==> src/rtl/pipe_pkg.sv <==
// Shared definitions for the inter-stage pipeline register (pipe_stage_buf).
package pipe_pkg;

    localparam int DEPTH_MAX = 4;
    localparam int NCH_MAX   = 8;
    localparam int CNT_W     = 16;

    // Total packed width of all channels carried by one stage.
    function automatic int packed_width(input int nch, input int width);
        return nch * width;
    endfunction

endpackage

==> src/rtl/pipe_stage_cell.sv <==
// One pipeline stage: a valid flag plus DW bits of packed channel data.
// clear_i wins over load_i; with neither asserted the stage holds.
// A stage loaded with an invalid word stores all-zero data.
module pipe_stage_cell #(
    parameter int DW = 96
) (
    input  logic          clk,
    input  logic          rst,
    input  logic          load_i,
    input  logic          clear_i,
    input  logic          valid_i,
    input  logic [DW-1:0] data_i,
    output logic          valid_o,
    output logic [DW-1:0] data_o
);

    logic          valid_q, valid_d;
    logic [DW-1:0] data_q,  data_d;

    // Next-state selection: clear, load (with bubble zeroing) or hold.
    always_comb begin
        // NOTE: defaults first so every path assigns both signals and no latch is inferred.
        valid_d = valid_q;
        data_d  = data_q;
        if (clear_i) begin
            valid_d = 1'b0;
            data_d  = '0;
        end else if (load_i) begin
            valid_d = valid_i;
            data_d  = valid_i ? data_i : '0;
        end
    end

    // Stage register with synchronous reset.
    always_ff @(posedge clk) begin
        // NOTE: the data field is reset too, so a bubble never exposes stale or X data downstream.
        if (rst) begin
            valid_q <= 1'b0;
            data_q  <= '0;
        end else begin
            // NOTE: non-blocking assignments keep every flop sampling pre-edge values.
            valid_q <= valid_d;
            data_q  <= data_d;
        end
    end

    assign valid_o = valid_q;
    assign data_o  = data_q;

endmodule

==> src/rtl/pipe_stage_buf.sv <==
// Parametrised inter-stage pipeline register: NCH channels of WIDTH bits
// through DEPTH stages, with stall (hold) and flush (bubble) controls.
// Optional macro PIPE_STATS_EN adds saturating stall/flush event counters.
module pipe_stage_buf
    import pipe_pkg::*;
#(
    parameter int WIDTH = 32,
    parameter int NCH   = 3,
    parameter int DEPTH = 1
) (
    input  logic                   clk,
    input  logic                   rst,
    input  logic                   stall_i,
    input  logic                   flush_i,
    input  logic                   valid_i,
    input  logic [NCH*WIDTH-1:0]   data_i,
    output logic                   valid_o,
    output logic [NCH*WIDTH-1:0]   data_o
`ifdef PIPE_STATS_EN
    ,
    output logic [CNT_W-1:0]       stall_cnt_o,
    output logic [CNT_W-1:0]       flush_cnt_o
`endif
);

    localparam int DW = packed_width(NCH, WIDTH);

    if (DEPTH < 1 || DEPTH > DEPTH_MAX) begin : g_bad_depth
        $error("pipe_stage_buf: DEPTH must be in 1..%0d", DEPTH_MAX);
    end
    if (NCH < 1 || NCH > NCH_MAX) begin : g_bad_nch
        $error("pipe_stage_buf: NCH must be in 1..%0d", NCH_MAX);
    end
    if (WIDTH < 1 || WIDTH > 64) begin : g_bad_width
        $error("pipe_stage_buf: WIDTH must be in 1..64");
    end

    // Flush clears every stage; otherwise every stage shifts unless stalled.
    logic stage_clear;
    logic stage_load;

    assign stage_clear = flush_i;
    assign stage_load  = !stall_i;

    logic          stage_valid [DEPTH];
    logic [DW-1:0] stage_data  [DEPTH];

    for (genvar k = 0; k < DEPTH; k++) begin : g_stage
        logic          cell_valid_in;
        logic [DW-1:0] cell_data_in;

        if (k == 0) begin : g_head
            assign cell_valid_in = valid_i;
            assign cell_data_in  = data_i;
        end else begin : g_link
            assign cell_valid_in = stage_valid[k-1];
            assign cell_data_in  = stage_data[k-1];
        end

        pipe_stage_cell #(
            .DW (DW)
        ) u_cell (
            .clk     (clk),
            .rst     (rst),
            .load_i  (stage_load),
            .clear_i (stage_clear),
            .valid_i (cell_valid_in),
            .data_i  (cell_data_in),
            .valid_o (stage_valid[k]),
            .data_o  (stage_data[k])
        );
    end

    assign valid_o = stage_valid[DEPTH-1];
    assign data_o  = stage_data[DEPTH-1];

`ifdef PIPE_STATS_EN
    logic [CNT_W-1:0] stall_cnt_q, stall_cnt_d;
    logic [CNT_W-1:0] flush_cnt_q, flush_cnt_d;

    // Saturating event counters; a flush masks a simultaneous stall.
    always_comb begin
        stall_cnt_d = stall_cnt_q;
        flush_cnt_d = flush_cnt_q;
        if (flush_i) begin
            if (flush_cnt_q != '1) flush_cnt_d = flush_cnt_q + CNT_W'(1);
        end else if (stall_i) begin
            if (stall_cnt_q != '1) stall_cnt_d = stall_cnt_q + CNT_W'(1);
        end
    end

    // Counter registers with synchronous reset.
    always_ff @(posedge clk) begin
        if (rst) begin
            stall_cnt_q <= '0;
            flush_cnt_q <= '0;
        end else begin
            stall_cnt_q <= stall_cnt_d;
            flush_cnt_q <= flush_cnt_d;
        end
    end

    assign stall_cnt_o = stall_cnt_q;
    assign flush_cnt_o = flush_cnt_q;
`endif

endmodule

==> config.mk <==
export PLATFORM = sky130hd
export DESIGN_NAME = pipe_stage_buf
export DESIGN_NICKNAME = d
export VERILOG_FILES = /design/src/rtl/pipe_pkg.sv /design/src/rtl/pipe_stage_cell.sv /design/src/rtl/pipe_stage_buf.sv
export SDC_FILE = /design/constraint.sdc
export NUM_CORES = 1
export LEC_CHECK = 0
export BUFFER_PORTS_ARGS = -buffer_cell sky130_fd_sc_hd__buf_2
export CAP_MARGIN = 5
export CORE_UTILIZATION = 45
export CTS_CLUSTER_SIZE = 20
export DETAILED_ROUTE_END_ITERATION = 10
export PLACE_DENSITY = 0.83
export SLEW_MARGIN = 20
export SYNTH_ARGS = -nofsm -noshare
export SYNTH_HDL_FRONTEND = slang
export SYNTH_SLANG_ARGS = --single-unit
==> constraint.sdc <==
create_clock -name clk -period 1.18 [get_ports clk]
set_input_delay 0.236 -clock clk [delete_from_list [all_inputs] [get_ports clk]]
set_output_delay 0.236 -clock clk [all_outputs]
set_load 0.01 [all_outputs]
==> results of run 1 <==
[synth_stat cells]
| library cell | number | area, µm² |
|---|---|---|
| dfxtp_1 | 97 | 1940 |
| nand2_1 | 96 | 360 |
| nand3b_1 | 96 | 721 |
| a21oi_1 | 66 | 330 |
| a21oi_2 | 30 | 263 |
| buf_2 | 19 | 95.1 |
| clkbuf_1 | 17 | 63.8 |
| buf_6 | 6 | 67.6 |
| buf_1 | 1 | 3.75 |
| mux2i_1 | 1 | 10.0 |
| nor2_1 | 1 | 3.75 |
| or2_1 | 1 | 6.26 |
[routing by layer]
metal / global-route usage [%] / wire length (µm) / up-vias
li1: - / - / 1800
met1: 24.7 / 4200 / 1677
met2: 34.1 / 4350 / 134
met3: 6.28 / 757 / 8
met4: 7.58 / 104 / 0
met5: 0 / 0 / -
[metrics by stage]
step           setup WS (ps)  instances
3_3_place_gp             177        698
6_report                99.7        713
2_1_floorplan            183        431
4_1_cts                 61.9        713
5_1_grt                 45.2        713
3_5_place_dp             134        698
[flip-flops by register name, indices dropped and copies added (netlist names)]
signal	cells
g_stage.u_cell.data_o	96
g_stage.u_cell.valid_o	1
[layout make-up]
class | instances | area [µm²] | area share [%]
sequential | 97 | 1940 | 38.0
multi-input combinational | 291 | 1700 | 33.2
timing repair buffer | 205 | 1120 | 22.0
clock buffer | 12 | 145 | 2.84
tap | 105 | 131 | 2.57
clock inverter | 3 | 65.1 | 1.27
[how the worst min path moves through the flow]
stage,start,to
after floorplan,data_i[93],g_stage[0].u_cell.data_o[93]$_SDFFE_PP0N_
after global placement,g_stage[0].u_cell.data_o[93]$_SDFFE_PP0N_,g_stage[0].u_cell.data_o[93]$_SDFFE_PP0N_
after detailed placement,g_stage[0].u_cell.data_o[36]$_SDFFE_PP0N_,g_stage[0].u_cell.data_o[36]$_SDFFE_PP0N_
after CTS,data_i[91],g_stage[0].u_cell.data_o[91]$_SDFFE_PP0N_
after global routing,data_i[6],g_stage[0].u_cell.data_o[6]$_SDFFE_PP0N_
final,data_i[6],g_stage[0].u_cell.data_o[6]$_SDFFE_PP0N_
[cell families (layout without fill, tap and decap cells)]
kind of cell / count (synthesis) / after routing / share of synthesized area (%)
AO/OA/AOI/OAI: 96 / 96 / 15.3
buffers and inverters: 43 / 220 / 5.95
flip-flops: 97 / 97 / 50.2
multiplexers: 1 / 1 / 0.259
AND/OR/NAND/NOR: 194 / 194 / 28.2
[tightest hold or removal path, cell delays in order]
cell and delay, ps:
buf_2 90, nand3b_1 70, a21oi_1 50
[power breakdown]
group          switching, µW  internal (µW)
Clock                   1070           1240
Sequential              32.3           3340
Combinational            369            328
==> results.cfg, run 1 <==
[detailed_routing]
drc = 0
detail_route.vias_per_cell = 5.08
drt.antenna.violating_nets = 0
wl_um = 9420
dr.first_iter.drc_count = 101
detail_route.first_pass.iterations = 4
wire_per_inst_um = 13.2
detailroute.via_count = 3619

[run]
drv_cap = 0

[clocking]
cts_hold_buf = 0
cts.sinks = 97
number_of_instances_resized_during_post_cts_repair = 0
cts_tree = built
postCtsSetupRepairBufs = 0
clk_transition_reported_paths_ps = 90
cts_made_buffers = 9
cts.htree.levels = 3
cts.path.max_buffers = 2
worst_skew_pair.late_latency_ps = 340
cts.root.buffer_cell = clkbuf_8

[setup_path]
cpPeakStageDelay_ps = 360
critical_path.max_fanout = 2
r2r_path_start = g_stage[0].u_cell.data_o[33]$_SDFFE_PP0N_
path_depth = 1
cp-startpoint = g_stage[0].u_cell.data_o[26]$_SDFFE_PP0N_
start_kind = flop
crit_buf_inv = 1
timing.reg2reg.setup_slack_ps = 560
crit_family = flip-flops
worst_path_class_setup = flop to output pin
cp_data_required_time_ps = 940
timing.critical_path.cells = buf_2
timing.critical_path.to = data_o[26]
worst_reg2reg_path_endpoint = g_stage[0].u_cell.data_o[33]$_SDFFE_PP0N_
crit_path_end_kind = output pin
critical_path_arrival_ps = 840
slowest_stage = dfxtp_1
r2r.worst_path.cells = 2

[synth]
synthesis.area_per_instance_um2 = 8.97
yosys.cell_types.count = 12
number_of_warnings_printed_during_yosys_synthesis = 0
yosys_register_bits = 97
synth.cell_area_um2 = 3870
synth_seq_area_share_pct = 50.2
post_synth_inst_count = 431
postSynthNetCount = 532

[global_route]
grt_pass1_wl_um = 14500
grt_usage_pct = 20.5
antenna_violations_before_repair = 0
grt_overflow_total = 0
grt_max_degree = 73
grt_pass1_vias = 3218

[timing]
worst_slew_margin_rel_pct = 82.0
worst_clock_skew_ps = 0
hold_viol_final = 0
worst_pin_slew_ps = 270
final_period_minus_worst_setup_slack_ps = 1080
totalNegativeSetupSlack_ps = 0
timing.fmax_mhz = 926
grt_setup_unrepaired = false
share_of_the_clock_period_used_by_the_worst_path_after_layout_pct = 91.5
final.hold.worst_slack_ps = 144
timing_max_transition_violations_final = 0
setup_viol = 0

[power]
power-per-cell-area_nw_per_um2 = 1250
vdd_drop_max_uv = 770
p_leak_uw = 0.00216
report.power.total_uw = 6370

[worst_hold_path]
worstHoldPathCells = 3
hp-class = input pin to flop

[layout]
postLayoutCellArea_um2 = 5100
final_layout_size_suffix_gt1_share_pct = 41.0
commonest_cells_after_routing_fill_and_taps_aside = buf_2, dfxtp_1, nand2_1, nand3b_1, a21oi_1
fin_util_pct = 61.8
area.growth.synth_to_final_pct = 32.0
nets = 705
n_antenna_cell = 0
final_common_cell = buf_2
fillerInstances = 716

[floorplanning]
overall_die_width_um = 94.7
core_um2 = 8260
area_of_the_die_um2 = 8970
pin_count = 198
die_span_in_y_um = 94.7
initial_utilization_pct = 46.8
rows = 33

[placed_design]
dpl.hpwl_um = 6420
port-buffer-count = 197
globalplace.congestion = 0.725
place_area_um2 = 4890

[outcome]
outcome = finished, final reports clean
Note: power is estimated with default switching activity, not from simulation.
==> run 2, diff against run 1 <==
Settings changed: MAX_ROUTING_LAYER from default to met4.
==> run 2 against run 1 <==
- clock-buffer cell count is the same
- critical path depth did not move
- via count unchanged
- global-route usage grew 0.60 points
- final cell count did not move
- clock power barely moved
- non-clock buffer count unchanged
- maximum frequency down 0.16%
- worst setup slack lost 1.7 ps
- total power barely moved
- critical endpoint unchanged
- largest power group unchanged
==> results.cfg, run 2 (synthesis results as in run 1) <==
[detailed_routing]
drt.antenna.violating_nets = 0
detail_route.first_pass.iterations = 4
wl_um = 9400
drc = 0
detail_route.vias_per_cell = 5.08
dr.first_iter.drc_count = 96
wire_per_inst_um = 13.2
detailroute.via_count = 3619

[setup_path]
start_kind = flop
cpPeakStageDelay_ps = 360
crit_buf_inv = 1
cp-startpoint = g_stage[0].u_cell.data_o[26]$_SDFFE_PP0N_
slowest_stage = dfxtp_1
timing.critical_path.cells = buf_2
crit_family = flip-flops
crit_path_end_kind = output pin
worst_path_class_setup = flop to output pin
cp_data_required_time_ps = 940
r2r_path_start = g_stage[0].u_cell.data_o[33]$_SDFFE_PP0N_
critical_path.max_fanout = 2
critical_path_arrival_ps = 850

[clocking]
cts_hold_buf = 0
cts_tree = built
cts.root.buffer_cell = clkbuf_8
cts.htree.levels = 3
worst_skew_pair.late_latency_ps = 340
postCtsSetupRepairBufs = 0
clk_transition_reported_paths_ps = 90
number_of_instances_resized_during_post_cts_repair = 0
cts.path.max_buffers = 2
cts.sinks = 97
cts_made_buffers = 9

[global_route]
grt_max_degree = 73
groute.layer.met2.usage_pct = 34.1
antenna_violations_before_repair = 0
grt_pass1_vias = 3200
grt_overflow_total = 0
global_route.peak_usage_layer = met2
grtUsageMet3_pct = 4.59
grt_usage_pct = 21.1
grt_pass1_wl_um = 14500
met1_routing_resource_usage_after_global_routing_pct = 25.6

[placed_design]
port-buffer-count = 197
placed_cells_incl_taps = 698
globalplace.congestion = 0.733
dpl.hpwl_um = 6420

[outcome]
outcome = finished, final reports clean

[timing]
hold_viol_final = 0
worst_slew_margin_rel_pct = 82.0
timing_max_transition_violations_final = 0
setup_viol = 0
timing.fmax_mhz = 924
worst_pin_slew_ps = 270
totalNegativeSetupSlack_ps = 0
worst_clock_skew_ps = 0
final_period_minus_worst_setup_slack_ps = 1080
grt_setup_unrepaired = false
share_of_the_clock_period_used_by_the_worst_path_after_layout_pct = 91.7

[power]
p_leak_uw = 0.00216
report.power.total_uw = 6370
clkPwrFrac_pct = 36.2
vdd_drop_max_uv = 771
power.combinational.fraction_pct = 10.9
power-per-cell-area_nw_per_um2 = 1250
power.internal_uw = 4910
p_switching_uw = 1470
p_sw_share_pct = 23.0
power.sequential.fraction_pct = 52.9

[floorplanning]
die_span_in_y_um = 94.7
core_um2 = 8260
overall_die_width_um = 94.7
rows = 33
initial_utilization_pct = 46.8
pin_count = 198
area_of_the_die_um2 = 8970

[worst_hold_path]
hp-class = input pin to flop
holdCritStartpoint = data_i[6]

[layout]
commonest_cells_after_routing_fill_and_taps_aside = buf_2, dfxtp_1, nand2_1, nand3b_1, a21oi_1
nets = 705
fin_cells = 713
final_common_cell = buf_2
n_antenna_cell = 0
final_layout_size_suffix_gt1_share_pct = 41.0
area.growth.synth_to_final_pct = 32.0
flip_flop_count_of_the_largest_register_after_layout = 96

[run]
drv_cap = 0
==> run 2: cell counts in the layout (fill, tap and decap cells not counted) <==
Identical to the previous run, type by type.
==> run 2: layer usage <==
| metal | vias up | wire length [µm] |
|---|---|---|
| met5 | - | 0 |
| met4 | 0 | 104 |
| met3 | 8 | 713 |
| met2 | 143 | 4370 |
| met1 | 1668 | 4210 |
| li1 | 1800 | - |
==> run 2: layout make-up <==
class                   count  area (µm²)
flip-flops and latches     97        1940
well taps                 105         131
repair buffers            205        1120
fillers                   716        3150
clock inverters             3        65.1
clock buffers              12         145
multi-input cells         291        1700
==> run 2: power groups by stage <==
stage	combinational [µW]	clock, µW	sequential (µW)
after detailed placement	697	0	3450
final	696	2310	3370
after global placement	676	0	3440
after floorplan	366	0	3480
after global routing	762	2530	3380
after CTS	699	2400	3370
==> run 2: metrics by stage <==
stage          utilization (%)  instance area [µm²]  hold slack, ps  setup slack (ps)
3_3_place_gp              59.3                 4890             435               177
4_1_cts                   61.8                 5100             123              61.9
6_report                  61.8                 5100             143              98.0
2_1_floorplan                -                 3870             401               183
5_1_grt                   61.8                 5100             135              46.1
3_5_place_dp              59.3                 4890             449               134
==> run 2: path summary, 6_finish.rpt <==
| path | to | slack [ps] | cells after the start |
|---|---|---|---|
| hold / removal | g_stage[0].u_cell.data_o[6]$_SDFFE_PP0N_ | 140 | 3 |
| hold reg to reg | g_stage[0].u_cell.data_o[6]$_SDFFE_PP0N_ | 460 | 2 |
| setup / recovery | data_o[26] | 100 | 1 |
| setup reg to reg | g_stage[0].u_cell.data_o[33]$_SDFFE_PP0N_ | 560 | 2 |
==> run 2: tightest hold or removal path: stages <==
cell      delay, ps
buf_2            90
nand3b_1         70
a21oi_1          50
